==> config.mk <==
export PLATFORM = sky130hd
export DESIGN_NAME = reg_ring_master
export DESIGN_NICKNAME = d
export VERILOG_FILES = /design/src/rtl/reg_ring_master.sv
export SDC_FILE = /design/constraint.sdc
export NUM_CORES = 1
export LEC_CHECK = 0
export ABC_CLOCK_PERIOD_IN_PS = 5370
export CAP_MARGIN = 20
export CORE_ASPECT_RATIO = 0.75
export CORE_MARGIN = 2
export CORE_UTILIZATION = 46
export DETAILED_ROUTE_END_ITERATION = 10
export HOLD_SLACK_MARGIN = 0.05
export PLACE_DENSITY = 0.85
export SYNTH_ARGS = -nofsm -noshare
export SYNTH_HDL_FRONTEND = slang
export SYNTH_SLANG_ARGS = --single-unit
==> constraint.sdc <==
create_clock -name clk -period 5.37 [get_ports clk]
set_input_delay 1.074 -clock clk [delete_from_list [all_inputs] [get_ports clk]]
set_output_delay 1.074 -clock clk [all_outputs]
set_load 0.01 [all_outputs]
==> src/rtl/reg_ring_master.sv <==
// reg_ring_master
//   Initiator at the head of the UDP register ring. It turns one command word
//   (read or write, address, write data) into a single ring request. It then
//   waits for that request to come back around the ring and hands the result
//   to the command requester.
//
//   Ports:
//     clk, reset             clock and synchronous active-high reset
//     cmd_*                  command request from the host sequencer (valid/ready)
//     rsp_*                  response to the host sequencer (valid/ready),
//                            with ack and timeout flags
//     stray_count            saturating count of returns that matched nothing
//     reg_*_out              request driven into the first ring module
//     reg_*_in               return taken from the last ring module
//
//   Only one transaction is ever outstanding. Every output is registered.

`ifndef UDP_REG_ADDR_WIDTH
`define UDP_REG_ADDR_WIDTH 23
`endif
`ifndef CPCI_NF2_DATA_WIDTH
`define CPCI_NF2_DATA_WIDTH 32
`endif

module reg_ring_master #(
    parameter int                           UDP_REG_SRC_WIDTH = 2,
    parameter logic [UDP_REG_SRC_WIDTH-1:0] SRC_ID            = UDP_REG_SRC_WIDTH'(1),
    parameter int unsigned                  TIMEOUT_CYCLES    = 255
) (
    input  logic                             clk,
    input  logic                             reset,

    input  logic                             cmd_valid,
    output logic                             cmd_ready,
    input  logic                             cmd_rd_wr_L,
    input  logic [`UDP_REG_ADDR_WIDTH-1:0]   cmd_addr,
    input  logic [`CPCI_NF2_DATA_WIDTH-1:0]  cmd_wdata,

    output logic                             rsp_valid,
    input  logic                             rsp_ready,
    output logic [`CPCI_NF2_DATA_WIDTH-1:0]  rsp_data,
    output logic                             rsp_ack,
    output logic                             rsp_timeout,
    output logic [15:0]                      stray_count,

    output logic                             reg_req_out,
    output logic                             reg_ack_out,
    output logic                             reg_rd_wr_L_out,
    output logic [`UDP_REG_ADDR_WIDTH-1:0]   reg_addr_out,
    output logic [`CPCI_NF2_DATA_WIDTH-1:0]  reg_data_out,
    output logic [UDP_REG_SRC_WIDTH-1:0]     reg_src_out,

    input  logic                             reg_req_in,
    input  logic                             reg_ack_in,
    input  logic                             reg_rd_wr_L_in,
    input  logic [`UDP_REG_ADDR_WIDTH-1:0]   reg_addr_in,
    input  logic [`CPCI_NF2_DATA_WIDTH-1:0]  reg_data_in,
    input  logic [UDP_REG_SRC_WIDTH-1:0]     reg_src_in
);

    localparam int AW = `UDP_REG_ADDR_WIDTH;
    localparam int DW = `CPCI_NF2_DATA_WIDTH;

    // The counter is cleared in ISSUE and advances once per WAIT cycle. When it
    // is about to wrap past this value, WAIT has lasted TIMEOUT_CYCLES cycles.
    localparam logic [15:0]   TIMEOUT_LAST = 16'(TIMEOUT_CYCLES - 1);
    localparam logic [DW-1:0] TIMEOUT_DATA = DW'(32'hDEAD_DEAD);

    typedef enum logic [1:0] {
        IDLE,
        ISSUE,
        WAIT,
        RESP
    } state_t;

    state_t          state;
    state_t          next_state;

    logic            lat_rd_wr_L;
    logic [AW-1:0]   lat_addr;
    logic [15:0]     timeout_count;

    logic            accept;
    logic            match;
    logic            timed_out;
    logic            release_rsp;

    // Event decode. A return only counts as a match while we are waiting for
    // it. Anything else on reg_req_in is stray.
    always_comb begin
        accept      = 1'b0;
        match       = 1'b0;
        timed_out   = 1'b0;
        release_rsp = 1'b0;

        accept = (state == IDLE) && cmd_valid && cmd_ready;

        match = (state == WAIT) && reg_req_in
                && (reg_src_in == SRC_ID)
                && (reg_addr_in == lat_addr)
                && (reg_rd_wr_L_in == lat_rd_wr_L);

        timed_out   = (state == WAIT) && (timeout_count == TIMEOUT_LAST);
        release_rsp = (state == RESP) && rsp_valid && rsp_ready;
    end

    // Next-state logic. If a match and a timeout happen in the same cycle,
    // both lead to RESP. The registered response fields below give the match
    // priority.
    always_comb begin
        next_state = state;
        case (state)
            IDLE:    if (accept) next_state = ISSUE;
            ISSUE:   next_state = WAIT;
            WAIT:    if (match || timed_out) next_state = RESP;
            RESP:    if (release_rsp) next_state = IDLE;
            default: next_state = IDLE;
        endcase
    end

    always_ff @(posedge clk) begin
        if (reset) begin
            state <= IDLE;
        end else begin
            state <= next_state;
        end
    end

    // Registered outputs and the transaction context.
    // The ring request fields are loaded on the accepting edge. They are
    // therefore visible for exactly the one ISSUE cycle, and are forced back
    // to zero on the next edge.
    always_ff @(posedge clk) begin
        if (reset) begin
            cmd_ready       <= 1'b1;
            reg_req_out     <= 1'b0;
            reg_ack_out     <= 1'b0;
            reg_rd_wr_L_out <= 1'b0;
            reg_addr_out    <= '0;
            reg_data_out    <= '0;
            reg_src_out     <= '0;
            lat_rd_wr_L     <= 1'b0;
            lat_addr        <= '0;
            timeout_count   <= '0;
            rsp_valid       <= 1'b0;
            rsp_data        <= '0;
            rsp_ack         <= 1'b0;
            rsp_timeout     <= 1'b0;
            stray_count     <= '0;
        end else begin
            cmd_ready <= (next_state == IDLE);

            reg_req_out     <= accept;
            reg_ack_out     <= 1'b0;
            reg_rd_wr_L_out <= accept && cmd_rd_wr_L;
            reg_addr_out    <= accept ? cmd_addr : '0;
            reg_data_out    <= (accept && !cmd_rd_wr_L) ? cmd_wdata : '0;
            reg_src_out     <= accept ? SRC_ID : '0;

            if (accept) begin
                lat_rd_wr_L <= cmd_rd_wr_L;
                lat_addr    <= cmd_addr;
            end

            if (state == ISSUE) begin
                timeout_count <= '0;
            end else if (state == WAIT) begin
                timeout_count <= timeout_count + 16'd1;
            end

            // The response fields hold their last value outside RESP.
            // Only rsp_valid qualifies them.
            if (match) begin
                rsp_data    <= reg_data_in;
                rsp_ack     <= reg_ack_in;
                rsp_timeout <= 1'b0;
            end else if (timed_out) begin
                rsp_data    <= TIMEOUT_DATA;
                rsp_ack     <= 1'b0;
                rsp_timeout <= 1'b1;
            end

            rsp_valid <= (next_state == RESP);

            if (reg_req_in && !match && (stray_count != 16'hFFFF)) begin
                stray_count <= stray_count + 16'd1;
            end
        end
    end

endmodule

==> metrics.md, run 1 <==
| Metric | Value |
|---|---|
| Critical Path Slowest Stage Cell | `sky130_fd_sc_hd__or3_2` |
| Clock tree from TritonCTS | `done` |
| Routability Congestion | `0.7949` |
| Result of the run | `complete, no violations` |
| Critical path endpoint | `stray_count[0]` |
| Max Clock Freq | `281.6 MHz` |
| Via count of the first global-routing pass | `roughly 4,800` |
| Crit path time final | `3.551 ns` |
| Area growth from synthesis to final layout | `52.93%` |
| Total routing usage reported by global routing | `22.36%` |
| Die Y | `99.58 um` |
| Routed length on met2 | `~7400 um` |
| Total wirelength of the detailed-routed design | `around 15,000 um` |
| Clock-pin slew of the registers on the worst-case setup and hold paths | `0.06 ns` |
| Predominant post-synthesis flop cell | `sky130_fd_sc_hd__dfxtp_1` |
| Post-cts sizing count | `0` |
| Wire length of the first global-routing pass | `23,560 um` |
| Total power per unit cell area | `300.4 nW/um^2` |
| Leftover overflow at the end of global routing | `0` |
| Maximum number of buffers from clock root to sink | `2` |
| R2R Path Start | `state[1]` |
| Sum of buffers and inverters on the critical path | `1` |
| Average routed wire per standard cell | `about 16 um` |
| Transition time at the pin with the least slew margin | `around 1.1 ns` |
| TritonCTS Sinks | `151` |
| Fill cells | `~830` |
| Final count of pins violating max slew | `0` |
| Critical path class | `in2reg` |
| Post-layout instance count excluding filler cells | `930` |
| Cts bufs inserted | `17` |
| Die width | `131.4 um` |
| Worst-case reg-to-reg path depth | `6` |
| Final setup violation count | `0` |
| Source-to-sink clock delay at the later pin of the worst-skew pair | `0.40 ns` |
| Yosys cell types | `46` |
| Port bufs | `229` |
| DRC viols | `0` |
| Antenna viol nets, final | `0` |
| Critical path, cell by cell | `clkdlybuf4s50_1 -> xor2_1 -> nor4_2 -> nand2_1 -> or3_2 -> and3_4 -> mux2_4` |
| Final standard cell utilization of the core | `72.98%` |
| Die outline area | `13,090 um^2` |
| Maxcap violations | `0` |
| Total Negative Setup Slacks | `0 ns` |
| Final HPWL DP | `10,780 um` |
| Number of top-level design ports | `232` |
| Worst setup skew after layout | `0.009514 ns` |
| Highest signal layer in the routed design | `met4` |
| Largest delay contributor family on the critical path | `simple AND/OR/NAND/NOR gates` |
| Final net count | `879` |
| Sum of routed wire segments on met1 | `6273 um` |
| Post-synthesis register bit count | `151` |
| Per-cell via count in the routed design | `5.024` |
| Total inserted antenna cells | `0` |
| Netlist area before placement | `roughly 5600 um^2` |
| Share of final-layout standard cells stronger than drive strength 1 | `11.46%` |
| Number of enable flip-flop cells after synthesis | `0` |
| Worst max-slew margin expressed relative to the limit | `27.11%` |
| Setup slack on the worst flop-to-flop path | `2.54 ns` |
| VDD IR max | `0.0002646 V` |
| Clock Root Buffer | `sky130_fd_sc_hd__clkbuf_16` |
| Critical Path Stages | `7` |
| Ys Warns | `0` |
| Site Rows | `34` |
| Number of endpoints with negative hold slack in the final report | `0` |
| Number of DRC markers after the initial detailed-route iteration | `approximately 220` |
| Number of detailed-routing iterations run before antenna repair | `7` |
| Largest driver fanout on the critical path | `54` |
| Instance count of the mapped netlist | `534` |
| Critical path endpoint category | `flip-flop` |
| CP Launch Type | `input port` |
| Endpoint required time on the critical path | `5.65 ns` |
| Initial standard-cell utilization of the core | `47.72%` |
| Crit share post-route | `66.13%` |
| Sequential element share of the synthesized area | `53.95%` |
| Placeable core area | `11,740 um^2` |
| Arrival @ worst endpoint | `3.84 ns` |
| H-tree lvl count | `4` |
| Proportion of synthesized flip-flops having asynchronous set or reset | `0%` |
| Routed length on met3 | `967 um` |
| Hold-fix buffers, CTS | `0` |
| Max stage delay on crit path | `0.96 ns` |
| Destination of the worst register-to-register timing path | `stray_count[0]` |
| Type of the most critical hold path | `reg2reg` |
| Number of buffers inserted to repair setup after CTS | `0` |
| Syn Area/Cell | `10.49 um^2` |
| First element of the critical path | `reg_addr_in[16]` |
| Leakage component of the power | `3.540 nW` |
| Unrepaired setup endpoints after global routing | `false` |
| Via count | `~4,700` |
| Largest net degree at the start of global routing | `55` |
| Antenna violations before repair | `0` |
| Cell total after placement | `898` |
==> worst reg2reg max path: stages (launching register included) <==
cell and delay (ns):
sky130_fd_sc_hd__dfxtp_1 0.52, sky130_fd_sc_hd__nand2b_1 0.16, sky130_fd_sc_hd__nor3_1 0.21, sky130_fd_sc_hd__nand4_1 0.20
sky130_fd_sc_hd__or3_2 0.92, sky130_fd_sc_hd__and3_4 0.42, sky130_fd_sc_hd__mux2_4 0.30
==> metrics by stage <==
stage / worst slack [ns] / hold slack, ns / power (mW) / cell area (um^2)
floorplan: 2.649 / 0.4462 / 1.296 / 5607
global placement: 1.493 / 0.4449 / 1.439 / 7969
detailed placement: 1.414 / 0.4595 / 1.450 / 7984
CTS: 1.847 / 0.4720 / 2.592 / 8557
global route: 1.698 / 0.5006 / 2.666 / 8568
finish: 1.819 / 0.4686 / 2.574 / 8568
==> routing by layer <==
metal / up-vias / track usage [%]
met4: 0 / 7.860
met5: - / 0
met1: 2230 / 25.99
met3: 18 / 7.441
li1: 2271 / -
met2: 153 / 38.99
==> power breakdown <==
part / total [mW] / internal (mW) / leakage [nW] / switching (mW)
registers: 1.18 / 1.16 / 1.22 / 0.0256
logic: 0.243 / 0.149 / 2.04 / 0.0933
clock network: 1.15 / 0.696 / 0.280 / 0.451
total: 2.57 / 2.00 / 3.54 / 0.570
==> state kept, by name (all words and copies together), names as in the netlist, 2 cells and up <==
signal,count
reg_data_out,32
lat_addr,23
stray_count,16
state,2
rsp_data,32
timeout_count,16
reg_addr_out,23
==> logic make-up after synthesis <==
| logic type | Yosys count | synth area share [%] |
|---|---|---|
| simple gates | 195 | 18.94 |
| flops | 151 | 53.95 |
| compound gates | 81 | 13.62 |
| buf+inv | 55 | 4.600 |
| xor+xnor | 36 | 5.628 |
| mux | 12 | 2.524 |
| fa+ha+maj | 3 | 0.6700 |
| other cells | 1 | 0.06693 |
==> worst min-delay path by stage <==
stage / start / to / slack, ns / cells after the start
6_report: rsp_timeout / rsp_timeout / 0.47 / 2
5_1_grt: rsp_timeout / rsp_timeout / 0.50 / 2
2_1_floorplan: lat_addr[0] / lat_addr[0] / 0.45 / 1
3_3_place_gp: rsp_timeout / rsp_timeout / 0.44 / 2
4_1_cts: rsp_timeout / rsp_timeout / 0.47 / 2
3_5_place_dp: lat_addr[5] / lat_addr[5] / 0.46 / 1
==> synth_stat cells (all sizes together) (2+ instances only) <==
master	number	area [um^2]
dfxtp	151	3023
and2	57	356.6
nor2	38	142.6
xor2	27	236.5
nand2	26	97.59
a21o	25	187.7
inv	23	86.33
o221a	22	247.7
clkbuf	18	67.56
nand3	16	80.08
buf	14	103.8
nand4	14	87.58
a21oi	11	55.05
and3	11	73.82
mux2	11	131.4
nor2b	11	68.82
o32ai	11	182.7
xnor2	9	78.83
nor3	7	35.03
nor4	6	50.04
a31o	3	26.28
ha	3	37.54
o21ai	3	15.01
or3	3	18.77
a31oi	2	12.51
and4b	2	20.02
nand2b	2	12.51
==> layout make-up <==
class	instances	area (um^2)	area share, %
flip-flops and latches	151	3023	35.28
well taps	162	202.7	2.366
inverters	23	86.33	1.008
repair buffers	234	2336	27.26
clock inverters	11	126.4	1.475
clock buffers	20	446.7	5.213
multi-input cells	329	2347	27.39
==> cell usage in the layout (no fill, tap or decap), types with 2 or more instances in the layout <==
master,netlist,routed
sky130_fd_sc_hd__ha_1,3,3
sky130_fd_sc_hd__inv_1,22,22
sky130_fd_sc_hd__and2_1,57,57
sky130_fd_sc_hd__o221a_2,22,22
sky130_fd_sc_hd__nand2b_1,2,2
sky130_fd_sc_hd__clkdlybuf4s50_1,0,228
sky130_fd_sc_hd__nor4_2,2,2
sky130_fd_sc_hd__clkbuf_16,0,17
sky130_fd_sc_hd__nor3_1,7,6
sky130_fd_sc_hd__nand3_1,16,16
sky130_fd_sc_hd__buf_4,5,3
sky130_fd_sc_hd__xnor2_1,9,9
sky130_fd_sc_hd__mux2_2,9,9
sky130_fd_sc_hd__and4b_1,2,2
sky130_fd_sc_hd__nand2_1,26,26
sky130_fd_sc_hd__bufinv_16,0,2
sky130_fd_sc_hd__o21ai_0,3,3
sky130_fd_sc_hd__o32ai_2,9,9
sky130_fd_sc_hd__a31o_2,2,2
sky130_fd_sc_hd__clkinv_4,0,4
sky130_fd_sc_hd__xor2_1,27,27
sky130_fd_sc_hd__mux2_4,2,2
sky130_fd_sc_hd__a21oi_1,11,11
sky130_fd_sc_hd__nor2b_1,11,11
sky130_fd_sc_hd__conb_1,1,2
sky130_fd_sc_hd__and3_1,10,10
sky130_fd_sc_hd__a21o_1,25,25
sky130_fd_sc_hd__or3_1,3,2
sky130_fd_sc_hd__dfxtp_1,151,151
sky130_fd_sc_hd__nor2_1,38,38
sky130_fd_sc_hd__clkinv_2,0,3
sky130_fd_sc_hd__clkbuf_1,18,2
sky130_fd_sc_hd__nor4_1,4,4
sky130_fd_sc_hd__nand4_1,14,14
(Power assumes the default switching activity.)
==> run 2, diff against run 1 <==
==> config.mk (replaced) <==
export PLATFORM = sky130hd
export DESIGN_NAME = reg_ring_master
export DESIGN_NICKNAME = d
export VERILOG_FILES = /design/src/rtl/reg_ring_master.sv
export SDC_FILE = /design/constraint.sdc
export NUM_CORES = 1
export LEC_CHECK = 0
export ABC_CLOCK_PERIOD_IN_PS = 3200
export CAP_MARGIN = 20
export CORE_ASPECT_RATIO = 0.75
export CORE_MARGIN = 2
export CORE_UTILIZATION = 39
export DETAILED_ROUTE_END_ITERATION = 10
export HOLD_SLACK_MARGIN = 0.05
export PLACE_DENSITY = 0.77
export SYNTH_ARGS = -nofsm -noshare
export SYNTH_HDL_FRONTEND = slang
export SYNTH_SLANG_ARGS = --single-unit
==> constraint.sdc (replaced) <==
create_clock -name clk -period 3.2 [get_ports clk]
set_input_delay 0.64 -clock clk [delete_from_list [all_inputs] [get_ports clk]]
set_output_delay 0.64 -clock clk [all_outputs]
set_load 0.01 [all_outputs]
==> run 2 against run 1 <==
  * Critical path depth unchanged
  * Sequential share of layout area decreased by 0.28 points
  * Global-route usage decreased by 3.3 points
  * Hold slack got worse by 0.010 ns
  * Sequential cell count unchanged
  * Die area increased by 17%
==> metrics.md, run 2 (same netlist as run 1, synthesis figures left out) <==
| Metric | Value |
|---|---|
| Routed length on met3 | `1426 um` |
| Per-cell via count in the routed design | `4.862` |
| VDD IR max | `0.0004348 V` |
| Placeable core area | `13,890 um^2` |
| Clock-pin slew of the registers on the worst-case setup and hold paths | `0.06 ns` |
| Routed length on met2 | `6688 um` |
| Largest delay contributor family on the critical path | `simple AND/OR/NAND/NOR gates` |
| Max Clock Freq | `370.7 MHz` |
| Result of the run | `complete, no violations` |
| Post-layout instance count excluding filler cells | `948` |
| Post-cts sizing count | `0` |
| Worst max-slew margin expressed relative to the limit | `about three fifths` |
| Leftover overflow at the end of global routing | `0` |
| H-tree lvl count | `4` |
| Critical path, cell by cell | `clkdlybuf4s50_1 -> xor2_1 -> nor4_2 -> nand2_1 -> or3_2 -> buf_4 -> o221a_2` |
| Arrival @ worst endpoint | `3.01 ns` |
| Critical path endpoint category | `flip-flop` |
| Crit share post-route | `84.30%` |
| DRC viols | `0` |
| Die outline area | `15,350 um^2` |
| Fill cells | `1,104` |
| Crit path time final | `roughly 2.7 ns` |
| Number of detailed-routing iterations run before antenna repair | `4` |
| Final count of pins violating max slew | `0` |
| Hold-fix buffers, CTS | `0` |
| Via count of the first global-routing pass | `4,600` |
| Die width | `about 140 um` |
| Number of top-level design ports | `232` |
| Final net count | `883` |
| Worst setup skew after layout | `0.009890 ns` |
| Maxcap violations | `0` |
| Site Rows | `37` |
| TritonCTS Sinks | `151` |
| Sum of buffers and inverters on the critical path | `2` |
| Highest signal layer in the routed design | `met4` |
| Final HPWL DP | `10,590 um` |
| Total Negative Setup Slacks | `0 ns` |
| Top library cells by usage in the layout, fill and taps aside | `sky130_fd_sc_hd__clkdlybuf4s50_1 (228), sky130_fd_sc_hd__dfxtp_1 (151), sky130_fd_sc_hd__and2_1 (57)` |
| Unrepaired setup endpoints after global routing | `false` |
| Area growth from synthesis to final layout | `54.13%` |
| Register area | `between 3000 and 4000 um^2` |
| Average routed wire per standard cell | `~15 um` |
| Maximum number of buffers from clock root to sink | `2` |
| Cell total after placement | `916` |
| Transition time at the pin with the least slew margin | `0.6277 ns` |
| CP Launch Type | `input port` |
| Leakage component of the power | `3.558 nW` |
| Antenna violations before repair | `0` |
| Final standard cell utilization of the core | `62.18%` |
| Cts bufs inserted | `17` |
| Endpoint required time on the critical path | `3.51 ns` |
| Commonest non-fill, non-tap cell in the layout | `sky130_fd_sc_hd__clkdlybuf4s50_1` |
| Number of buffers inserted to repair setup after CTS | `0` |
| Share of final-layout standard cells stronger than drive strength 1 | `12.16%` |
| Final setup violation count | `0` |
| Critical Path Slowest Stage Cell | `sky130_fd_sc_hd__or3_2` |
| Largest net degree at the start of global routing | `38` |
| Via count | `4,609` |
| Clock Root Buffer | `sky130_fd_sc_hd__clkbuf_16` |
| Biggest registers after layout | `reg_data_out: 32 flops, rsp_data: 32 flops` |
| Source-to-sink clock delay at the later pin of the worst-skew pair | `0.42 ns` |
| Total routing usage reported by global routing | `19.05%` |
| Total inserted antenna cells | `0` |
| Number of endpoints with negative hold slack in the final report | `0` |
| Antenna viol nets, final | `0` |
| Clock tree from TritonCTS | `done` |
| Routability Congestion | `0.7845` |
| Die Y | `about 110 um` |
| Total power per unit cell area | `approximately 510 nW/um^2` |
| Footprint of the multi-input gates | `approximately 2300 um^2` |
| Initial standard-cell utilization of the core | `40.34%` |
| Number of DRC markers after the initial detailed-route iteration | `~180` |
| Type of the most critical hold path | `reg2reg` |
| Largest driver fanout on the critical path | `22` |
| Wire length of the first global-routing pass | `around 23,000 um` |
| Max stage delay on crit path | `0.73 ns` |
| Port bufs | `roughly 230` |
| Sum of routed wire segments on met1 | `6162 um` |
| Critical path class | `in2reg` |
| Total wirelength of the detailed-routed design | `14,560 um` |
run 2: worst reg2reg max path: stages, from the launching register on:
cell and delay [ns]:
sky130_fd_sc_hd__dfxtp_1 0.32, sky130_fd_sc_hd__xor2_1 0.17, sky130_fd_sc_hd__nor4_2 0.28, sky130_fd_sc_hd__nand2_1 0.18
sky130_fd_sc_hd__or3_2 0.73, sky130_fd_sc_hd__buf_4 0.31, sky130_fd_sc_hd__o221a_2 0.29
run 2: routing by layer:
layer  up-vias  global-route usage (%)
li1       2282                       -
met1      2137                   22.49
met2       165                   30.33
met3        25                   8.986
met4         0                   7.001
met5         -                       0
run 2: per-stage QoR:
stage | area (um^2) | hold WS, ns | setup slack [ns] | power [mW]
after floorplan | 5607 | 0.4462 | 0.9133 | 2.176
after global placement | 8043 | 0.4383 | 0.1094 | 2.418
after detailed placement | 8043 | 0.4569 | 0.06829 | 2.429
after CTS | 8636 | 0.4668 | 0.5233 | 4.424
after global routing | 8636 | 0.4971 | 0.3891 | 4.536
final | 8636 | 0.4587 | 0.5023 | 4.376
run 2: area by class of cell:
| type | instances | area share [%] |
|---|---|---|
| multi-input cells | 329 | 27.18 |
| well taps | 175 | 2.535 |
| clock buffers | 21 | 5.448 |
| clock inverters | 11 | 1.420 |
| flip-flops and latches | 151 | 35.00 |
| inverters | 23 | 0.9997 |
| repair buffers | 238 | 27.41 |
run 2: worst paths after layout:
check             startpoint      endpoint  slack [ns]  depth (start not counted)
max          reg_addr_in[10]  rsp_data[30]        0.50                          7
min              rsp_timeout   rsp_timeout        0.46                          2
max reg2reg     lat_addr[10]  rsp_data[30]        0.81                          6
min reg2reg      rsp_timeout   rsp_timeout        0.46                          2
run 2: report_power, final:
part	switching (mW)	internal [mW]
registers	0.0399	1.94
clock network	0.780	1.21
logic	0.154	0.250
total	0.974	3.40
==> run 3, diff against run 2 <==
==> config.mk (replaced) <==
export PLATFORM = sky130hd
export DESIGN_NAME = reg_ring_master
export DESIGN_NICKNAME = d
export VERILOG_FILES = /design/src/rtl/reg_ring_master.sv
export SDC_FILE = /design/constraint.sdc
export NUM_CORES = 1
export LEC_CHECK = 0
export ABC_CLOCK_PERIOD_IN_PS = 2800
export CAP_MARGIN = 20
export CORE_ASPECT_RATIO = 0.75
export CORE_MARGIN = 2
export CORE_UTILIZATION = 43
export DETAILED_ROUTE_END_ITERATION = 10
export HOLD_SLACK_MARGIN = 0.05
export PLACE_DENSITY = 0.8
export SYNTH_ARGS = -nofsm -noshare
export SYNTH_HDL_FRONTEND = slang
export SYNTH_SLANG_ARGS = --single-unit
==> constraint.sdc (replaced) <==
create_clock -name clk -period 2.8 [get_ports clk]
set_input_delay 0.56 -clock clk [delete_from_list [all_inputs] [get_ports clk]]
set_output_delay 0.56 -clock clk [all_outputs]
set_load 0.01 [all_outputs]
==> run 3 against run 2 <==
  * Sequential share of layout area shrank 0.22 points
  * Wire length grew 2.7%
  * Critical path depth grew 1
  * Sequential power grew 14%
  * Register-to-register slack lost 0.34 ns
  * First-iteration DRC count grew 30%
  * Sequential cell count is the same
  * Non-clock buffer count grew 8
  * Combinational power grew 17%
  * Utilization grew 5.5 points
  * Clock skew is essentially flat
==> metrics.md, run 3 (same netlist as run 1, synthesis figures left out) <==
| Metric | Value |
|---|---|
| Final HPWL DP | `approximately 11,000 um` |
| Max Clock Freq | `402.3 MHz` |
| Arrival @ worst endpoint | `2.78 ns` |
| Final net count | `891` |
| Antenna viol nets, final | `0` |
| VDD IR max | `0.0005926 V` |
| Hold endpoint | `rsp_timeout` |
| Endpoint required time on the critical path | `around 3.1 ns` |
| Source-to-sink clock delay at the later pin of the worst-skew pair | `0.41 ns` |
| Fill cells | `980` |
| CP Launch Type | `input port` |
| Wire length of the first global-routing pass | `roughly 23,000 um` |
| Worst max-slew margin expressed relative to the limit | `58.69%` |
| Footprint of the multi-input gates | `2347 um^2` |
| Total inserted antenna cells | `0` |
| Number of DRC markers after the initial detailed-route iteration | `around 240` |
| Die width | `135.8 um` |
| Placeable core area | `12,840 um^2` |
| Total routing usage reported by global routing | `20.76%` |
| Routability Congestion | `0.7814` |
| Result of the run | `complete, no violations` |
| Per-cell via count in the routed design | `between 4 and 5` |
| Critical path, cell by cell | `clkdlybuf4s50_1 -> xor2_1 -> nor4_1 -> nand4_1 -> or3_2 -> buf_12 -> and3b_1 -> mux2_4` |
| Via count of the first global-routing pass | `4,735` |
| First element of the critical path | `reg_addr_in[1]` |
| Final setup violation count | `0` |
| Crit share post-route | `88.78%` |
| Leftover overflow at the end of global routing | `0` |
| Site Rows | `36` |
| Total power | `slightly below 5 mW` |
| Number of detailed-routing iterations run before antenna repair | `4` |
| Hold-fix buffers, CTS | `0` |
| Die outline area | `13,970 um^2` |
| Post-cts sizing count | `0` |
| Leakage component of the power | `~3.6 nW` |
| Unrepaired setup endpoints after global routing | `false` |
| Number of top-level design ports | `around 230` |
| Setup slack on the worst flop-to-flop path | `0.47 ns` |
| Worst setup skew after layout | `0.009941 ns` |
| Largest net degree at the start of global routing | `38` |
| Port bufs | `229` |
| Area growth from synthesis to final layout | `55.11%` |
| R2R Path Start | `state[1]` |
| Number of buffers inserted to repair setup after CTS | `0` |
| Initial standard-cell utilization of the core | `a little over two fifths` |
| Average routed wire per standard cell | `approximately 16 um` |
| Share of final-layout standard cells stronger than drive strength 1 | `13.19%` |
| Commonest non-fill, non-tap cell in the layout | `sky130_fd_sc_hd__clkdlybuf4s50_1` |
| Critical path endpoint category | `flip-flop` |
| Startpoint of the lowest-slack hold path | `rsp_timeout` |
| Crit path time final | `between 2 and 2.5 ns` |
| Biggest registers after layout | `reg_data_out: 32 flops, rsp_data: 32 flops` |
| Via count | `around 4,700` |
| Type of the most critical hold path | `reg2reg` |
| Final setup margin | `~0.31 ns` |
| Transition time at the pin with the least slew margin | `0.6187 ns` |
| DRC viols | `0` |
| Max stage delay on crit path | `0.48 ns` |
| Largest driver fanout on the critical path | `23` |
| Area after detailed placement | `8110 um^2` |
| Number of endpoints with negative hold slack in the final report | `0` |
| Worst Setup Slack post-DPL | `-0.1153 ns` |
| Die Y | `102.9 um` |
| Register area | `3023 um^2` |
| Clock tree from TritonCTS | `done` |
| Final count of pins violating max slew | `0` |
| Total power per unit cell area | `~570 nW/um^2` |
| Total wirelength of the detailed-routed design | `between 10,000 and 15,000 um` |
| Cts bufs inserted | `17` |
| Non-Filler Cell Area, Final | `a little under 9000 um^2` |
| Final standard cell utilization of the core | `67.70%` |
| Clock Root Buffer | `sky130_fd_sc_hd__clkbuf_16` |
| Maximum number of buffers from clock root to sink | `2` |
| TritonCTS Sinks | `151` |
| Critical path class | `in2reg` |
| Hold path cells | `2` |
| Top library cells by usage in the layout, fill and taps aside | `sky130_fd_sc_hd__clkdlybuf4s50_1 (228), sky130_fd_sc_hd__dfxtp_1 (151), sky130_fd_sc_hd__and2_1 (57)` |
| Destination of the worst register-to-register timing path | `stray_count[9]` |
| Worst-case reg-to-reg path depth | `7` |
| H-tree lvl count | `4` |
| Clock-pin slew of the registers on the worst-case setup and hold paths | `0.06 ns` |
| Antenna violations before repair | `0` |
| Critical Path Slowest Stage Cell | `sky130_fd_sc_hd__or3_2` |
| Maxcap violations | `0` |
## run 3: cell types whose count changed in the layout (fill, tap and decap cells not counted), sizes merged
cell and delta:
buf +8, bufinv -1, clkbuf -3, clkinv +2, clkinvlp -3, inv +5
## run 3: stage by stage
| stage | hold WS, ns | TNS, ns | std cells |
|---|---|---|---|
| after floorplan | 0.4462 | 0 | 535 |
| after global placement | 0.4407 | -0.7700 | 920 |
| after detailed placement | 0.4535 | -2.409 | 920 |
| after CTS | 0.4622 | 0 | 952 |
| after global routing | 0.4958 | 0 | 952 |
| final | 0.4640 | 0 | 952 |
## run 3: worst max path at each step
| stage | to | slack (ns) | cells past startpoint |
|---|---|---|---|
| 2_1_floorplan | stray_count[11] | 0.59 | 8 |
| 3_3_place_gp | stray_count[9] | -0.05 | 8 |
| 3_5_place_dp | stray_count[9] | -0.12 | 8 |
| 4_1_cts | rsp_ack | 0.31 | 8 |
| 5_1_grt | rsp_ack | 0.21 | 8 |
| 6_report | stray_count[9] | 0.31 | 8 |
## run 3: area by class of cell
cell class	instances	area share [%]
Clock inverter	14	1.627
Tap cell	171	2.462
Multi-Input combinational cell	329	27.01
Sequential cell	151	34.78
Inverter	23	0.9934
Timing Repair Buffer	246	28.07
Clock buffer	18	5.053
## run 3: metal layers
metal	part of all wire, %	track usage [%]	vias up
met4	1.1	6.010	0
li1	-	-	2296
met1	42	24.73	2239
met2	50	36.13	160
met3	7.6	6.932	17
met5	0	0	-
## run 3: worst max-delay path, delay by kind of cell
family / cells / cell delay, ns
muxes: 1 / 0.29
xor gates and xnor gates: 1 / 0.14
buffers and inverters: 2 / 0.59
and+or+nand+nor: 4 / 1.20
## run 3: report_power, final
part | total (mW) | switching, mW | internal [mW]
Sequential | 2.26 | 0.0434 | 2.22
Clock | 2.24 | 0.963 | 1.27
Combinational | 0.473 | 0.183 | 0.290
Total | 4.97 | 1.19 | 3.78
